$ cat src/rtl/arb_pkg.sv
// Shared definitions for the round-robin mux arbiter.
// State encoding, requester count and grant helper.
package arb_pkg;

    localparam int NUM_REQ = 4;
    localparam int SEL_W   = 2;

    typedef enum logic {
        IDLE  = 1'b0,
        GRANT = 1'b1
    } state_e;

    function automatic logic [NUM_REQ-1:0] onehot(input logic [SEL_W-1:0] idx);
        logic [NUM_REQ-1:0] v;
        v = '0;
        v[idx] = 1'b1;
        return v;
    endfunction

endpackage

$ cat src/rtl/rr_mux_arbiter_pick.sv
// Combinational round-robin search: first set request
// bit at or after ptr, wrapping modulo four.
module rr_pick4
    import arb_pkg::*;
(
    input  logic [NUM_REQ-1:0] req,
    input  logic [SEL_W-1:0]   ptr,
    output logic               found,
    output logic [SEL_W-1:0]   index
);

    logic [SEL_W-1:0] k;

    // Scan farthest-first so the nearest set bit wins.
    always_comb begin
        found = 1'b0;
        index = '0;
        k     = '0;
        for (int j = NUM_REQ - 1; j >= 0; j--) begin
            k = ptr + SEL_W'(j);
            if (req[k]) begin
                found = 1'b1;
                index = k;
            end
        end
    end

endmodule

$ cat src/rtl/rr_mux_arbiter.sv
// Round-robin arbiter sharing a 4:1 data mux with
// a tenure limit and registered grant/select/data.
module rr_mux_arbiter
    import arb_pkg::*;
#(
    parameter int DATA_W   = 2,
    parameter int MAX_HOLD = 8
) (
    input  logic               clk,
    input  logic               rst_n,
    input  logic [NUM_REQ-1:0] req,
    input  logic [DATA_W-1:0]  din_a,
    input  logic [DATA_W-1:0]  din_b,
    input  logic [DATA_W-1:0]  din_c,
    input  logic [DATA_W-1:0]  din_d,
    output logic [NUM_REQ-1:0] grant,
    output logic [SEL_W-1:0]   sel,
    output logic [DATA_W-1:0]  dout,
    output logic               dout_valid,
    output logic               busy
);

    localparam logic [7:0] HOLD = 8'(MAX_HOLD);

    state_e             state;
    logic [SEL_W-1:0]   ptr;
    logic [7:0]         tenure;

    logic               idle_found;
    logic [SEL_W-1:0]   idle_idx;
    logic               next_found;
    logic [SEL_W-1:0]   next_idx;
    logic [NUM_REQ-1:0] others;
    logic [SEL_W-1:0]   after_owner;
    logic [DATA_W-1:0]  din_sel;

    // Requests other than the owner, searched starting just past it.
    assign others      = req & ~onehot(sel);
    assign after_owner = sel + 2'd1;

    rr_pick4 u_idle_pick (
        .req   (req),
        .ptr   (ptr),
        .found (idle_found),
        .index (idle_idx)
    );

    rr_pick4 u_next_pick (
        .req   (others),
        .ptr   (after_owner),
        .found (next_found),
        .index (next_idx)
    );

    // Data mux driven by the current owner index.
    always_comb begin
        din_sel = din_a;
        unique case (sel)
            2'd0: din_sel = din_a;
            2'd1: din_sel = din_b;
            2'd2: din_sel = din_c;
            2'd3: din_sel = din_d;
            default: din_sel = din_a;
        endcase
    end

    // Arbitration state machine with registered grant and data capture.
    always_ff @(posedge clk or negedge rst_n) begin
        if (!rst_n) begin
            state      <= IDLE;
            grant      <= '0;
            sel        <= '0;
            dout       <= '0;
            dout_valid <= 1'b0;
            busy       <= 1'b0;
            ptr        <= '0;
            tenure     <= '0;
        end else begin
            unique case (state)
                IDLE: begin
                    dout_valid <= 1'b0;
                    if (idle_found) begin
                        grant  <= onehot(idle_idx);
                        sel    <= idle_idx;
                        ptr    <= idle_idx + 2'd1;
                        tenure <= 8'd1;
                        busy   <= 1'b1;
                        state  <= GRANT;
                    end
                end
                GRANT: begin
                    dout       <= din_sel;
                    dout_valid <= 1'b1;
                    if (!req[sel] || tenure == HOLD) begin
                        if (next_found) begin
                            grant  <= onehot(next_idx);
                            sel    <= next_idx;
                            ptr    <= next_idx + 2'd1;
                            tenure <= 8'd1;
                        end else if (!req[sel]) begin
                            grant  <= '0;
                            busy   <= 1'b0;
                            tenure <= '0;
                            state  <= IDLE;
                        end else begin
                            tenure <= 8'd1;
                        end
                    end else begin
                        tenure <= tenure + 8'd1;
                    end
                end
                default: state <= IDLE;
            endcase
        end
    end

endmodule
$ cat config.mk
export PLATFORM = sky130hd
export DESIGN_NAME = rr_mux_arbiter
export DESIGN_NICKNAME = d
export VERILOG_FILES = /design/src/rtl/arb_pkg.sv /design/src/rtl/rr_mux_arbiter_pick.sv /design/src/rtl/rr_mux_arbiter.sv
export SDC_FILE = /design/constraint.sdc
export NUM_CORES = 1
export LEC_CHECK = 0
export BUFFER_PORTS_ARGS = -buffer_cell sky130_fd_sc_hd__buf_2
export CAP_MARGIN = 20
export CELL_PAD_IN_SITES_DETAIL_PLACEMENT = 1
export CELL_PAD_IN_SITES_GLOBAL_PLACEMENT = 1
export CORE_ASPECT_RATIO = 2
export CORE_MARGIN = 1.5
export CORE_UTILIZATION = 40
export CTS_BUF_LIST = sky130_fd_sc_hd__clkbuf_16
export DETAILED_ROUTE_END_ITERATION = 10
export PLACE_DENSITY_LB_ADDON = 0.1
export SYNTH_ARGS = -nofsm -noshare
export SYNTH_HDL_FRONTEND = slang
export SYNTH_HIERARCHICAL = 1
export SYNTH_SLANG_ARGS = --single-unit
$ cat constraint.sdc
create_clock -name clk -period 2.7 [get_ports clk]
set_input_delay 0.135 -clock clk [delete_from_list [all_inputs] [get_ports clk]]
set_output_delay 0.135 -clock clk [all_outputs]
set_load 0.01 [all_outputs]
==> results of run 1 <==
cells by family after synthesis:
| family | count (synthesis) | synth area share (%) |
|---|---|---|
| AND/OR/NAND/NOR | 60 | 23.1 |
| AO/OA/AOI/OAI | 36 | 18.5 |
| flip-flops | 21 | 37.2 |
| multiplexers | 12 | 11.7 |
| buffers and inverters | 9 | 2.39 |
| adder cells (fa/ha/maj) | 6 | 5.31 |
| XOR/XNOR | 3 | 1.86 |
flip-flops by register name, summed over array words and instances (netlist names):
register    flops
grant           4
tenure          8
ptr             2
busy            1
dout            2
sel             2
dout_valid      1
state           1
area by class of cell:
cell class,instances,share of cell area (%)
clock buffers,3,4.55
repair buffers,24,7.58
clock inverters,1,0.227
multi-input cells,117,51.8
well taps,32,2.43
flip-flops and latches,21,31.8
inverters,7,1.59
layer usage:
metal	wire length [um]	part of all wire (%)	global-route usage (%)	vias up
met3	83	2.2	1.04	9
met5	0	0	0	-
met1	1380	36	19.9	628
met4	93	2.4	10.2	0
met2	2250	59	44.0	25
li1	-	-	-	578
where the power goes:
part,switching [uW],internal (uW),total (uW)
clock,126,198,324
sequential,115,424,540
combinational,597,521,1120
total,839,1140,1980
synth_stat cells (all sizes together) (2+ instances only):
cell type and count:
clkbuf 2, dfrtp 21, mux2i 3, inv 7, xor2 2, and3 2
o211ai 2, a211oi 4, or4 2, nor3b 2, nor2 15, o21ai 12
nor2b 6, a222oi 3, nand2 16, nand3 3, ha 6, o22ai 4
a21oi 5, mux2 8, nand2b 10
stage by stage:
| stage | cells | worst slack [ns] | total power, uW | utilization, % | hold WS, ns |
|---|---|---|---|---|---|
| floorplan | 147 | 0.682 | 1360 | - | -0.161 |
| global placement | 200 | 0.499 | 1600 | 46.2 | 0.112 |
| detailed placement | 200 | 0.317 | 1660 | 46.2 | 0.132 |
| CTS | 205 | 0.292 | 1990 | 48.9 | 0.228 |
| global route | 205 | 0.0994 | 2120 | 48.9 | 0.257 |
| finish | 205 | 0.274 | 1980 | 48.9 | 0.227 |
tightest hold or removal path: cells and delay by family:
family,cells,cell delay (ns)
AO/OA/AOI/OAI,1,0.06
buffers and inverters,1,0.07
multiplexers,1,0.14
AND/OR/NAND/NOR,1,0.04
worst paths after layout:
check                      cells past startpoint  startpoint  slack [ns]        end
min in group asynchronous                      2       rst_n        0.37  tenure[6]
setup / recovery                               9      sel[0]        0.27     sel[1]
max in group asynchronous                      2       rst_n        2.00   grant[3]
setup reg to reg                               9      sel[0]        0.27     sel[1]
hold reg to reg                                1    grant[1]        0.51   grant[1]
hold / removal                                 4    din_a[0]        0.23    dout[0]
==> results.md, run 1 <==
- I/O Buffers: 23
- Slowest library cell on the worst path: dfrtp_1
- Synthesized cell area: about 1400 um2
- Most frequent cells in the layout: buf_2, dfrtp_1, nand2_1, nor2_1, nand2b_1
- Pleak: ~0.00078 uW
- Sequential cell area fraction in the yosys report: 37.2%
- Seq cells post-synth: 21
- Die height: 87.1 um
- PwrDens: 1200 nW/um2
- CP max stage delay: 0.43 ns
- Yosys Warn Count: 6
- CTS tree: built
- Final Critical Period: 2.43 ns
- DIE WIDTH: between 40 and 50 um
- Clock Skew: between 0.003 and 0.004 ns
- Max-cap viol count: 0
- Syn_area_per_cell: 9.62 um2
- DP HPWL: 3.01 mm
- VDD IR max: 0.696 mV
- Setup TNS: 0 ns
- Unrepaired setup endpoints after global routing: no
- HP Class: input pin to register
- Max Buffers Root-to-Sink: 2
- Reg area: between 500 and 600 um2
- I/O pins: 24
- Clk slew on worst S/H paths: approximately 0.060 ns
- Area contributors post-synth: dfrtp_1, mux2_4, ha_1, nand2b_1, nand2_1
- Number of remaining DRC errors: 0
- Peak Freq: 0.412 GHz
- Routability cong.: 0.718
- Post-cts sizing count: 0
- Post-CTS Setup Inserts: 0
- Initial antenna violation count: 0
- Crit path buffers/inverters: 1
- Final hold violations: 0
- Relative slew slack: 58.3%
- TritonCTS buffer count: 3
- Vias in the first global route: 1384
- Fillcell total: just over 400
- Slew Viols, Final: 0
- Die ar.: about 3900 um2
- Layout Nets: 194
- Clk sinks: 21
- Asr flop ratio synth: 100%
- CP delay by family, top: simple AND/OR/NAND/NOR gates
- Critical path class: register to register
- DR WL/cell: 18.6 um
- Crit share post-route: 89.9%
- Status: finished clean
- Mapped Nets: 167
- Startpoint type of the worst setup path: register
- Layout area overhead: 16.7%
- Latest clock arrival within the worst-skew pair: 0.26 ns
- Core area: 3380 um2
- GRT Util Overall: 21.7%
- First-pass GRT wire length: approximately 6.3 mm
- Congestion Overflow GR: 0
- Clk root buf: clkbuf_16
- Placed Instance Area: 1560 um2
- Hold_buf cts: 1
- Initial core utilization: 41.9%
- Largest net degree at the start of global routing: 22
- Commonest non-fill, non-tap cell in the layout: buf_2
- Cell accounting for the most synthesized area: dfrtp_1
- Endpoint class of the critical path: register
- H-tree depth: 1
- Initial DRC count: 30
- Pre-antenna DRT Iters: 4
- Syn Inst Count: 147
- Share of post-route cells with drive strength above 1: 26.0%
- Synth unique cells: 41
- DR vias/cell: 6.05
- WP data arrival: 2.55 ns
- Area occupied by multi-input gates: between 800 and 900 um2
- Main flop type after synthesis: dfrtp_1
- Crit path required time: 2.83 ns
- Post-synth EDFFs: 0
- Post-DRT Antenna Nets: 0
- Row cnt: 30
- Via Count: ~1.2k
- CP Max Fanout: 7
- Diodes inserted: 0
- Yosys top cell area share: 37.2%
- Routed WL: between 3 and 4 mm
- CP Cell Sequence: inv_1 -> ha_1 -> nor2b_1 -> nor2_1 -> nand2_1 -> nand2b_1 -> nand2_2 -> a222oi_1 -> o31ai_1
- Finish-stage setup viols: 0
- Worst-margin pin slew: 0.625 ns
- Post-route design area: 1650 um2
No activity file was read; power rests on OpenSTA's default activity.
==> inputs of run 2 (changes only) <==
- clock period: 2.7 -> 2.4 ns (I/O delays scaled with it)
==> run 2 against run 1 <==
Against the previous run: flip-flop and latch count is the same; sequential share of layout area shrank 0.096 points; die area is the same; via count shrank 3.1%; cell area grew 0.30%; global-route usage shrank 0.97 points; critical endpoint unchanged; largest power group unchanged; highest routed layer unchanged.
==> results.md, run 2 (synthesized netlist as in run 1, its figures left out) <==
- Status: finished clean
- Vias in the first global route: 1346
- Initial DRC count: 27
- Initial core utilization: 41.9%
- HP Class: input pin to register
- Core area: 3380 um2
- Initial antenna violation count: 0
- Pre-antenna DRT Iters: 4
- Top Registers: tenure x8, grant x4
- Most frequent cells in the layout: buf_2, dfrtp_1, nand2_1, nor2_1, nand2b_1
- Clk sinks: 21
- Dpl ws: 0.131 ns
- H-tree depth: 1
- Post-DRT Antenna Nets: 0
- Clock Skew: 0.00202 ns
- CTS tree: built
- First-pass GRT wire length: between 6 and 7 mm
- Unrepaired setup endpoints after global routing: no
- Startpoint type of the worst setup path: register
- Final hold violations: 0
- PwrDens: 1330 nW/um2
- Critical path class: register to register
- Largest register FFs: 8
- Routability cong.: around 0.72
- Commonest non-fill, non-tap cell in the layout: buf_2
- Via Count: around 1.2k
- Congestion Overflow GR: 0
- Routed WL: 3.61 mm
- Crit share post-route: 95.5%
- VDD IR max: 0.544 mV
- Relative slew slack: 59.4%
- Peak Freq: about 0.44 GHz
- CP max stage delay: roughly 0.43 ns
- Slowest library cell on the worst path: dfrtp_1
- Finish-stage setup viols: 0
- Number of remaining DRC errors: 0
- Post-CTS Setup Inserts: 0
- Reg with most FFs: tenure
- Slew Viols, Final: 0
- GRT Util Overall: 20.8%
- Clk root buf: clkbuf_16
- TritonCTS buffer count: 3
- Clk slew on worst S/H paths: ~0.060 ns
- Layout Nets: 194
- Share of post-route cells with drive strength above 1: 27.2%
- DR WL/cell: 17.6 um
- Max-cap viol count: 0
- Die height: around 87 um
- DP HPWL: between 2 and 3 mm
- Setup TNS: 0 ns
- Largest net degree at the start of global routing: 22
- CP Max Fanout: 7
- Die ar.: 3920 um2
- CP Cell Sequence: inv_1 -> ha_1 -> nor2b_1 -> nor2_1 -> nand2_1 -> nand2b_1 -> nand2_2 -> a222oi_1 -> o31ai_1
- Row cnt: 30
- Crit path required time: 2.52 ns
- DIE WIDTH: about 45 um
- WP data arrival: 2.41 ns
- Max Buffers Root-to-Sink: 2
- Diodes inserted: 0
- Layout area overhead: 17.1%
- I/O pins: 24
- Pleak: 0.000784 uW
- Worst-margin pin slew: approximately 0.61 ns
- PnR worst setup slack: 0.109 ns
- DR vias/cell: 5.86
- Fillcell total: between 400 and 500
- Latest clock arrival within the worst-skew pair: 0.25 ns
- I/O Buffers: 23
- Endpoint class of the critical path: register
- Final Critical Period: 2.29 ns
## run 2: changes by cell type in the layout (fill, tap and decap cells not counted)
cell | previous run | this run
ha_1 | 6 | 5
nor2b_1 | 6 | 5
nor2b_2 | 0 | 1
ha_2 | 0 | 1
## run 2: layout make-up
cell class	instances	area (um2)	area share, %
Timing Repair Buffer	24	125	7.56
Inverter	7	26.3	1.59
Clock inverter	1	3.75	0.227
Clock buffer	3	75.1	4.54
Tap cell	32	40.0	2.42
Multi-Input combinational cell	117	860	51.9
Sequential cell	21	526	31.7
## run 2: repair_timing
| item | 4_1_cts | 5_1_grt |
|---|---|---|
| resized for setup | 0 | 2 |
| hold endpoints to repair | 21 | 0 |
| setup endpoints to repair | 0 | 3 |
| hold buffers | 1 | 0 |
## run 2: per-layer routing
metal	global-route usage, %	vias to the layer above	wire length (um)
met5	0	-	0
li1	-	586	-
met4	5.61	0	43
met3	1.87	4	64
met1	19.6	595	1310
met2	42.9	17	2200
## run 2: worst max-delay path, delay by kind of cell, from the launching register on
family	cells	cell delay (ns)
AO/OA/AOI/OAI	2	0.46
flip-flops	1	0.43
buffers and inverters	1	0.16
adder cells (fa/ha/maj)	1	0.28
AND/OR/NAND/NOR	5	0.83
## run 2: through the flow
step	utilization [%]	total power, uW	cells	hold slack (ns)	cell area, um2
floorplan	-	1530	147	-0.176	1410
detailed placement	46.2	1860	200	0.112	1560
finish	49.0	2210	205	0.215	1660
global route	49.0	2380	205	0.244	1660
global placement	46.2	1800	200	0.0968	1560
CTS	48.9	2230	205	0.213	1650
## run 2: final timing paths
kind	start	endpoint	slack [ns]	depth (start not counted)
worst max-delay path	sel[0]	sel[1]	0.11	9
worst min-delay path	din_a[0]	dout[0]	0.21	4
max in group asynchronous	rst_n	sel[1]	1.72	2
worst min register to register	grant[1]	grant[1]	0.51	1
min in group asynchronous	rst_n	tenure[6]	0.36	2
worst max register to register	sel[0]	sel[1]	0.11	9
## run 2: power by group
part           leakage, uW  switching, uW  internal [uW]
clock network    0.0000423            128            222
registers         0.000262            128            477
logic             0.000480            658            594
total             0.000784            914           1290
